--- src/rtl/npc_rf_pkg.sv ---
// Shared defaults and helpers for the multi-port integer register file.
package npc_rf_pkg;

  localparam int RF_ADDR_W = 5;
  localparam int RF_DATA_W = 32;
  localparam int REG_ZERO  = 0;

  // Low bit position of slice k in a vector made of equal w-bit slices.
  function automatic int unsigned slice_lo(input int unsigned k, input int unsigned w);
    return k * w;
  endfunction

endpackage

--- src/rtl/rf_bypass_sel.sv ---
// Per-read-port operand select: stored value or forwarded write data.
module rf_bypass_sel
  import npc_rf_pkg::*;
#(
  parameter int ADDR_WIDTH = RF_ADDR_W,
  parameter int DATA_WIDTH = RF_DATA_W,
  parameter int NR_WRITE   = 2,
  parameter int ZERO_REG   = 1,
  parameter int BYPASS     = 1
) (
  input  logic [ADDR_WIDTH-1:0]          raddr,
  input  logic [DATA_WIDTH-1:0]          stored,
  input  logic [NR_WRITE-1:0]            we,
  input  logic [NR_WRITE*ADDR_WIDTH-1:0] waddr,
  input  logic [NR_WRITE*DATA_WIDTH-1:0] wdata,
  output logic [DATA_WIDTH-1:0]          rdata,
  output logic                           hit
);

  logic [ADDR_WIDTH-1:0] waddr_a [NR_WRITE];
  logic [DATA_WIDTH-1:0] wdata_a [NR_WRITE];

  for (genvar j = 0; j < NR_WRITE; j++) begin : g_unpack
    assign waddr_a[j] = waddr[slice_lo(j, ADDR_WIDTH) +: ADDR_WIDTH];
    assign wdata_a[j] = wdata[slice_lo(j, DATA_WIDTH) +: DATA_WIDTH];
  end

  // Ascending scan so the highest-index matching port overrides the rest.
  always_comb begin
    hit   = 1'b0;
    rdata = stored;
    if (BYPASS != 0) begin
      for (int j = 0; j < NR_WRITE; j++) begin
        if (we[j] && (waddr_a[j] == raddr)) begin
          hit   = 1'b1;
          rdata = wdata_a[j];
        end
      end
    end
    if ((ZERO_REG != 0) && (raddr == ADDR_WIDTH'(REG_ZERO))) begin
      hit   = 1'b0;
      rdata = '0;
    end
  end

endmodule

--- src/rtl/regsfile_mp.sv ---
// Multi-port integer register file with same-cycle bypass and a busy-bit
// scoreboard shared by decode (allocate) and writeback (release).
module regsfile_mp
  import npc_rf_pkg::*;
#(
  parameter int ADDR_WIDTH = RF_ADDR_W,
  parameter int DATA_WIDTH = RF_DATA_W,
  parameter int NR_READ    = 2,
  parameter int NR_WRITE   = 2,
  parameter int ZERO_REG   = 1,
  parameter int BYPASS     = 1
) (
  input  logic                           clk,
  input  logic                           rst,
  input  logic [NR_READ*ADDR_WIDTH-1:0]  rf_raddr,
  output logic [NR_READ*DATA_WIDTH-1:0]  rf_rdata,
  output logic [NR_READ-1:0]             rf_rvalid,
  input  logic [NR_WRITE-1:0]            rf_we,
  input  logic [NR_WRITE*ADDR_WIDTH-1:0] rf_waddr,
  input  logic [NR_WRITE*DATA_WIDTH-1:0] rf_wdata,
  input  logic                           sb_alloc,
  input  logic [ADDR_WIDTH-1:0]          sb_alloc_addr,
  output logic                           sb_alloc_ok,
  output logic [2**ADDR_WIDTH-1:0]       sb_busy
);

  localparam int DEPTH = 2**ADDR_WIDTH;

  logic [DATA_WIDTH-1:0] regs [DEPTH];
  logic [DEPTH-1:0]      busy;
  logic [DEPTH-1:0]      busy_nxt;
  logic [DEPTH-1:0]      wr_hit;
  logic [NR_WRITE-1:0]   we_eff;
  logic [ADDR_WIDTH-1:0] waddr_a [NR_WRITE];
  logic [DATA_WIDTH-1:0] wdata_a [NR_WRITE];
  logic                  alloc_zero;

  // Writes to the hardwired zero register are dropped before they reach
  // storage, bypass or the scoreboard.
  for (genvar j = 0; j < NR_WRITE; j++) begin : g_wport
    assign waddr_a[j] = rf_waddr[slice_lo(j, ADDR_WIDTH) +: ADDR_WIDTH];
    assign wdata_a[j] = rf_wdata[slice_lo(j, DATA_WIDTH) +: DATA_WIDTH];
    assign we_eff[j]  = rf_we[j] &&
                        !((ZERO_REG != 0) && (waddr_a[j] == ADDR_WIDTH'(REG_ZERO)));
  end

  always_ff @(posedge clk or posedge rst) begin
    if (rst) begin
      regs <= '{default: '0};
    end else begin
      for (int j = 0; j < NR_WRITE; j++) begin
        if (we_eff[j]) regs[waddr_a[j]] <= wdata_a[j];
      end
    end
  end

  always_comb begin
    wr_hit = '0;
    for (int j = 0; j < NR_WRITE; j++) begin
      if (we_eff[j]) wr_hit[waddr_a[j]] = 1'b1;
    end
  end

  assign alloc_zero  = (ZERO_REG != 0) && (sb_alloc_addr == ADDR_WIDTH'(REG_ZERO));
  assign sb_alloc_ok = sb_alloc &&
                       (!busy[sb_alloc_addr] || wr_hit[sb_alloc_addr] || alloc_zero);

  // Release first, then allocate: a same-cycle alloc belongs to a new producer.
  always_comb begin
    busy_nxt = busy & ~wr_hit;
    if (sb_alloc_ok && !alloc_zero) busy_nxt[sb_alloc_addr] = 1'b1;
  end

  always_ff @(posedge clk or posedge rst) begin
    if (rst) busy <= '0;
    else     busy <= busy_nxt;
  end

  assign sb_busy = busy;

  for (genvar k = 0; k < NR_READ; k++) begin : g_rport
    logic [ADDR_WIDTH-1:0] raddr_k;
    logic [DATA_WIDTH-1:0] data_k;
    logic                  hit_k;

    assign raddr_k = rf_raddr[slice_lo(k, ADDR_WIDTH) +: ADDR_WIDTH];

    rf_bypass_sel #(
      .ADDR_WIDTH (ADDR_WIDTH),
      .DATA_WIDTH (DATA_WIDTH),
      .NR_WRITE   (NR_WRITE),
      .ZERO_REG   (ZERO_REG),
      .BYPASS     (BYPASS)
    ) u_sel (
      .raddr  (raddr_k),
      .stored (regs[raddr_k]),
      .we     (we_eff),
      .waddr  (rf_waddr),
      .wdata  (rf_wdata),
      .rdata  (data_k),
      .hit    (hit_k)
    );

    assign rf_rdata[slice_lo(k, DATA_WIDTH) +: DATA_WIDTH] = data_k;
    assign rf_rvalid[k] = !busy[raddr_k] || hit_k;
  end

endmodule

--- config.mk ---
export PLATFORM = sky130hd
export DESIGN_NAME = regsfile_mp
export DESIGN_NICKNAME = d
export VERILOG_FILES = /design/src/rtl/npc_rf_pkg.sv /design/src/rtl/rf_bypass_sel.sv /design/src/rtl/regsfile_mp.sv
export SDC_FILE = /design/constraint.sdc
export NUM_CORES = 2
export LEC_CHECK = 0
export CORE_MARGIN = 2
export CORE_UTILIZATION = 55
export DETAILED_ROUTE_END_ITERATION = 6
export PLACE_DENSITY = 0.76
export RECOVER_POWER = 100
export SLEW_MARGIN = 20
export SYNTH_ARGS = -nofsm -noshare
export SYNTH_HDL_FRONTEND = slang
export SYNTH_SLANG_ARGS = --single-unit
export TNS_END_PERCENT = 1
--- constraint.sdc ---
create_clock -name clk -period 32.9 [get_ports clk]
set_input_delay 3.29 -clock clk [delete_from_list [all_inputs] [get_ports clk]]
set_output_delay 3.29 -clock clk [all_outputs]
set_load 0.02 [all_outputs]
Word level (Yosys, flattened, before mapping) --
Cells that the tools add are included.
Cells by class: magnitude comparators 14, equality and inequality tests 4, multiplexer cells 43, bitwise gates (word level) 8, reductions and logical operators 28
Operator list (count):
- bitwise mux 1024 bit | 2
- two-way mux 1024 bit | 2
- two-way mux 32 bit | 15
- binary-select mux 32 bit (select 5 bit) | 2
- demux 32 bit (select 5 bit) | 2
- OR 32 bit | 2
- AND 32 bit | 1
- NOT 32 bit | 1
- < comparator 5 x 6 -> 1 bit, second input constant | 5
- zero test 5 bit | 5
- greater-or-equal comparator 6 bit, second input constant | 4
- NOT 5 -> 6 bit | 4
- binary-select mux 1 bit (select 5 bit) | 4
- equality test 5 bit | 4
- demux 1 bit (select 5 bit) | 3
- greater-or-equal comparator 5 x 1 -> 1 bit, second input constant | 3
- logical AND 1 bit | 13
- two-way mux 1 bit | 13
- < comparator 6 x 1 -> 1 bit, second input constant | 2
- zero test 1 bit | 6
- logical OR 1 bit | 4
Word-level totals: flip-flop bits (word level) 1056, bits of input ports 94, output and inout port bits 99, word-level logic and storage cells 130

Logic depth before layout (Yosys ltp) --
depth after elaboration 14, gate-level depth with buffers 12

By module --
Synthesis repeated with hierarchy kept, for this count alone.
Unflattened totals: cell total of the unflattened synthesis 6153, area, all modules 67999.0 um2
By module, submodules not included:
- regsfile_mp | instances 1, cells an instance 5795, area an instance 65361.4 um2
- rf_bypass_sel | instances 2, cells an instance 179, area an instance 1318.8 um2

Worst setup path before layout --
OpenSTA, ideal clock, no wires.
kind input to output, start in rf_raddr[0], end out rf_rdata[0], data arrival time 5793 ps, setup slack 23817 ps, cell stages on the path 9, path buffers 3, cell sequence clkbuf_1 clkbuf_1 buf_1 mux4_2 mux4_2 mux2i_1 nand2_1 o21ai_0 o21ai_0
Between the ends: cells in the longest elaborated chain, start to end 7, elaborated cells between the ends (all ways) 12
RTL lines:
- start: declaration | RTL line regsfile_mp.sv:15 | input logic [NR_READ*ADDR_WIDTH-1:0] rf_raddr,
- NOT 5 -> 6 bit (not written as such) | RTL line regsfile_mp.sv:96 | .stored (regs[raddr_k]),
- binary-select mux 32 bit (select 5 bit) | RTL line regsfile_mp.sv:96
- two-way mux 32 bit (not written as such) (2 in a row) | RTL line regsfile_mp.sv:96
- two-way mux 32 bit (2 in a row) | RTL line rf_bypass_sel.sv:34 | if (we[j] && (waddr_a[j] == raddr)) begin
- two-way mux 32 bit (*) | RTL line rf_bypass_sel.sv:40 | if ((ZERO_REG != 0) && (raddr == ADDR_WIDTH'(REG_ZERO))) begin
- end: declaration | RTL line regsfile_mp.sv:16 | output logic [NR_READ*DATA_WIDTH-1:0] rf_rdata,
Every way passes the cells marked *; elsewhere a longest branch is shown, timed or not. The select of a mux whose other input is x is not followed.

Final worst setup path --
start in rf_raddr[5], end out rf_rdata[50]
The elaborated chain is that of the path after synthesis.

==> impl_metrics.csv <==
group,metric,value,unit
synthesis,ys_ff_latch,1056,
clock_tree,post-cts-setup-buffers,0,
die,fp.dieH,353,microns
setup_path,endpoint_kind,"primary output",
clock_tree,cts-buffers-inserted,110,
sta,setup_viol,0,
route,finalWirelength,243000,microns
die,initial_utilization,0.556,
synthesis,synth_top_area_share,0.395,
power_and_ir_drop,vdd.ir_drop.worst,45.3,uV
place,portBuffers,192,
cells_and_area,multiInputGateArea,37600,sq um
cells_and_area,seq_area,26400,sq um
route,num_vias,55533,
sta,max_freq,0.0553,GHz
cells_and_area,layout-drive-gt1-share,0.177,
sta,period_minus_slack,18.08,ns
clock_tree,cts_hold_buf,0,
status,violations,"max-capacitance violations, max-slew violations",
sta,period_share,0.550,
clock_tree,htreeDepth,3,
die,ios,193,
synthesis,yosysUniqueCellTypes,67,
sta,tightest_slew,9.45,ns
route,routed_via_density,7.35,
clock_tree,clkTransAtPathRegs,0.06,ns
clock_tree,cts_buffer_depth,3,
cells_and_area,syn_to_final_growth,8.95,%
die,coreArea,120000,sq um
cells_and_area,final.fill_count,9353,
route,first_iter_violations,8438,
grt,grt_pass1_wl,362000,microns
min_path,hp-class,"reg -> reg",
die,num_rows,127,
synthesis,yosysTopAreaCell,"dfrtp_1",
power_and_ir_drop,powerDensity,61.8,nW/um^2
cells_and_area,fin_nets,5937,
synthesis,ys_seq_area_frac,0.395,
setup_path,critical_path_class,"in -> out",
route,detail_route.wl_per_cell,32.2,microns
clock_tree,cts_resized,0,
setup_path,crit_required,29.61,ns
sta,rsz0062_at_grt,"false",
grt,groute.usage.overall,0.387,
grt,grt_pass1_vias,55210,
setup_path,cpMaxStageDelayCell,"clkbuf_1",
run,max-cap-violations,53,
synthesis,syn-num-nets,6304,
sta,finalHoldViolCount,0,
sta,worst_clock_skew,0.0125,ns
setup_path,cp_num_buf_inv,4,
grt,grt_overflow,0,
clock_tree,cts_tree,"done",
die,die_w,353,microns
setup_path,crit_top_cell,"clkbuf_1",
synthesis,synth_area,66900,sq um
synthesis,synth_edf_count,0,
synthesis,synthTopCellsByArea,"dfrtp_1, mux4_2, mux2i_1, o21ai_0, nand2_1",
grt,grt_max_degree,173,
power_and_ir_drop,power_leakage,0.0288,uW
place,gp_congestion,0.938,
setup_path,slowest_delay,4.02,ns
synthesis,yosysWarnings,0,
setup_path,path_max_fanout,67,
sta,maxSlewViolCount,2919,
grt,antenna_found_initial,10,
place,dpl-instance-area,69400,sq um
setup_path,worstPathArrival,14.79,ns
clock_tree,clkLatencyLatePin,0.72,ns
synthesis,synth-async-reset-ratio,1.00,
sta,slew_headroom,-5.30,
route,ant_nets,0,
synthesis,synth_flop_cell,"dfrtp_1",
setup_path,cp_top_family,"buffers and inverters",
status,outcome,"complete, but fails checks",
synthesis,synthCells,6210,
synthesis,syn-mean-instance-area,10.8,sq um
place,hpwl,130000,microns
clock_tree,cts-root-buf,"clkbuf_16",
route,drc,0,
setup_path,path_cells,"clkbuf_1 > clkbuf_1 > xor2_1 > nor3_1 > nand4_1 > clkbuf_1 > o21ai_0 > o21ai_0 > dlygate4sd3_1",
die,die_area,124000,sq um
sta,tns,0,ns
cells_and_area,final_area,72900,sq um
clock_tree,clock-sinks,1056,
route,drt_pass1_iterations,7,
setup_path,start_kind,"input port",
[path summary, 6_finish.rpt]
path	cells past startpoint	end	slack, ns	from
hold reg to reg	0	regs[1000]$_DFF_PP0_	0.40	regs[1000]$_DFF_PP0_
setup reg to reg	6	sb_busy[11]$_DFF_PP0_	29.11	sb_busy[11]$_DFF_PP0_
setup / recovery	9	rf_rdata[50]	14.82	rf_raddr[5]
min in group asynchronous	2	sb_busy[17]$_DFF_PP0_	3.12	rst
max in group asynchronous	7	regs[369]$_DFF_PP0_	15.87	rst
hold / removal	0	regs[1000]$_DFF_PP0_	0.40	regs[1000]$_DFF_PP0_
[cells in the mapped netlist (3+ instances only)]
cell	number
a32o_1	12
nand2_1	700
nor4_1	3
nand3_1	13
inv_1	8
a21o_1	8
xnor2_1	10
nor2b_1	16
nand4_1	7
nand4b_1	6
o31ai_1	11
nand3b_1	7
a21oi_1	493
a211oi_1	19
or2_2	3
clkbuf_1	640
o21ai_0	597
buf_1	142
nor3b_1	3
nand2b_1	8
buf_2	33
or3_1	3
a22oi_1	5
clkbuf_2	10
o22ai_1	11
mux4_2	657
nor2_1	506
and2_1	14
and4_1	3
nand4bb_1	4
a32oi_1	128
xor2_1	10
a31oi_1	34
nor3_1	74
dfrtp_1	1056
nor4bb_1	4
or4_1	3
mux2i_1	906
[cell type report]
class	count	area share
repair buffers	350	0.0409
inverters	8	0.000429
clock inverters	54	0.00862
diodes	2	0.0000687
flip-flops and latches	1056	0.363
clock buffers	153	0.0437
well taps	1612	0.0277
multi-input cells	4317	0.516
[layer usage]
metal,track usage,up-vias,part of all wire
met4,0.267,6,0.083
met5,0.000377,-,0.00016
li1,-,22152,-
met2,0.560,4912,0.43
met1,0.494,27201,0.34
met3,0.131,1262,0.15
[through the flow]
stage	total power [uW]	utilization	hold WS (ns)	setup slack [ns]	std cells
2_1_floorplan	2760	-	0.441	15.05	6210
3_3_place_gp	3080	0.577	0.377	20.88	7342
3_5_place_dp	3150	0.577	0.384	20.88	7343
4_1_cts	4480	0.608	0.397	20.87	7550
5_1_grt	4670	0.606	0.408	13.63	7551
6_report	4500	0.606	0.398	14.82	7552
[worst register-to-register path, stage by stage (launching register included)]
cell	delay [ns]
dfrtp_1	0.48
mux2i_1	0.12
a221oi_1	0.29
o22ai_1	0.15
or4_1	0.55
nor3_1	1.67
o22ai_1	0.32
[power breakdown]
| part | total (uW) | switching (uW) | internal [uW] |
|---|---|---|---|
| clock network | 1340 | 568 | 770 |
| registers | 1930 | 294 | 1640 |
| logic | 1240 | 559 | 677 |
| total | 4500 | 1420 | 3080 |
[state kept, by name, summed over array words and instances, names as in the netlist]
signal,cells
sb_busy,32
regs,1024
[placed cells by master, fill, tap and decap left out, drive strengths merged, types with 5 or more instances in the layout]
cell,n
a211oi,19
a21o,8
a21oi,493
a22oi,5
a31oi,34
a32o,12
a32oi,128
and2,14
buf,140
bufinv,12
clkbuf,188
clkdlybuf4s50,75
clkinv,28
clkinvlp,9
dfrtp,1056
dlygate4sd3,100
inv,13
mux2i,906
mux4,657
nand2,700
nand2b,8
nand3,13
nand3b,7
nand4,7
nand4b,7
nor2,507
nor2b,17
nor3,75
o21ai,597
o22ai,11
o31ai,11
or2,5
xnor2,10
xor2,10
[logic make-up after synthesis]
kind of cell,Yosys count,share of synthesized area
AO/OA/AOI/OAI,1341,0.112
XOR/XNOR,20,0.00262
buffers and inverters,837,0.0481
flip-flops,1056,0.395
multiplexers,1565,0.357
AND/OR/NAND/NOR,1391,0.0850
Power figures use the tool's default switching activity.
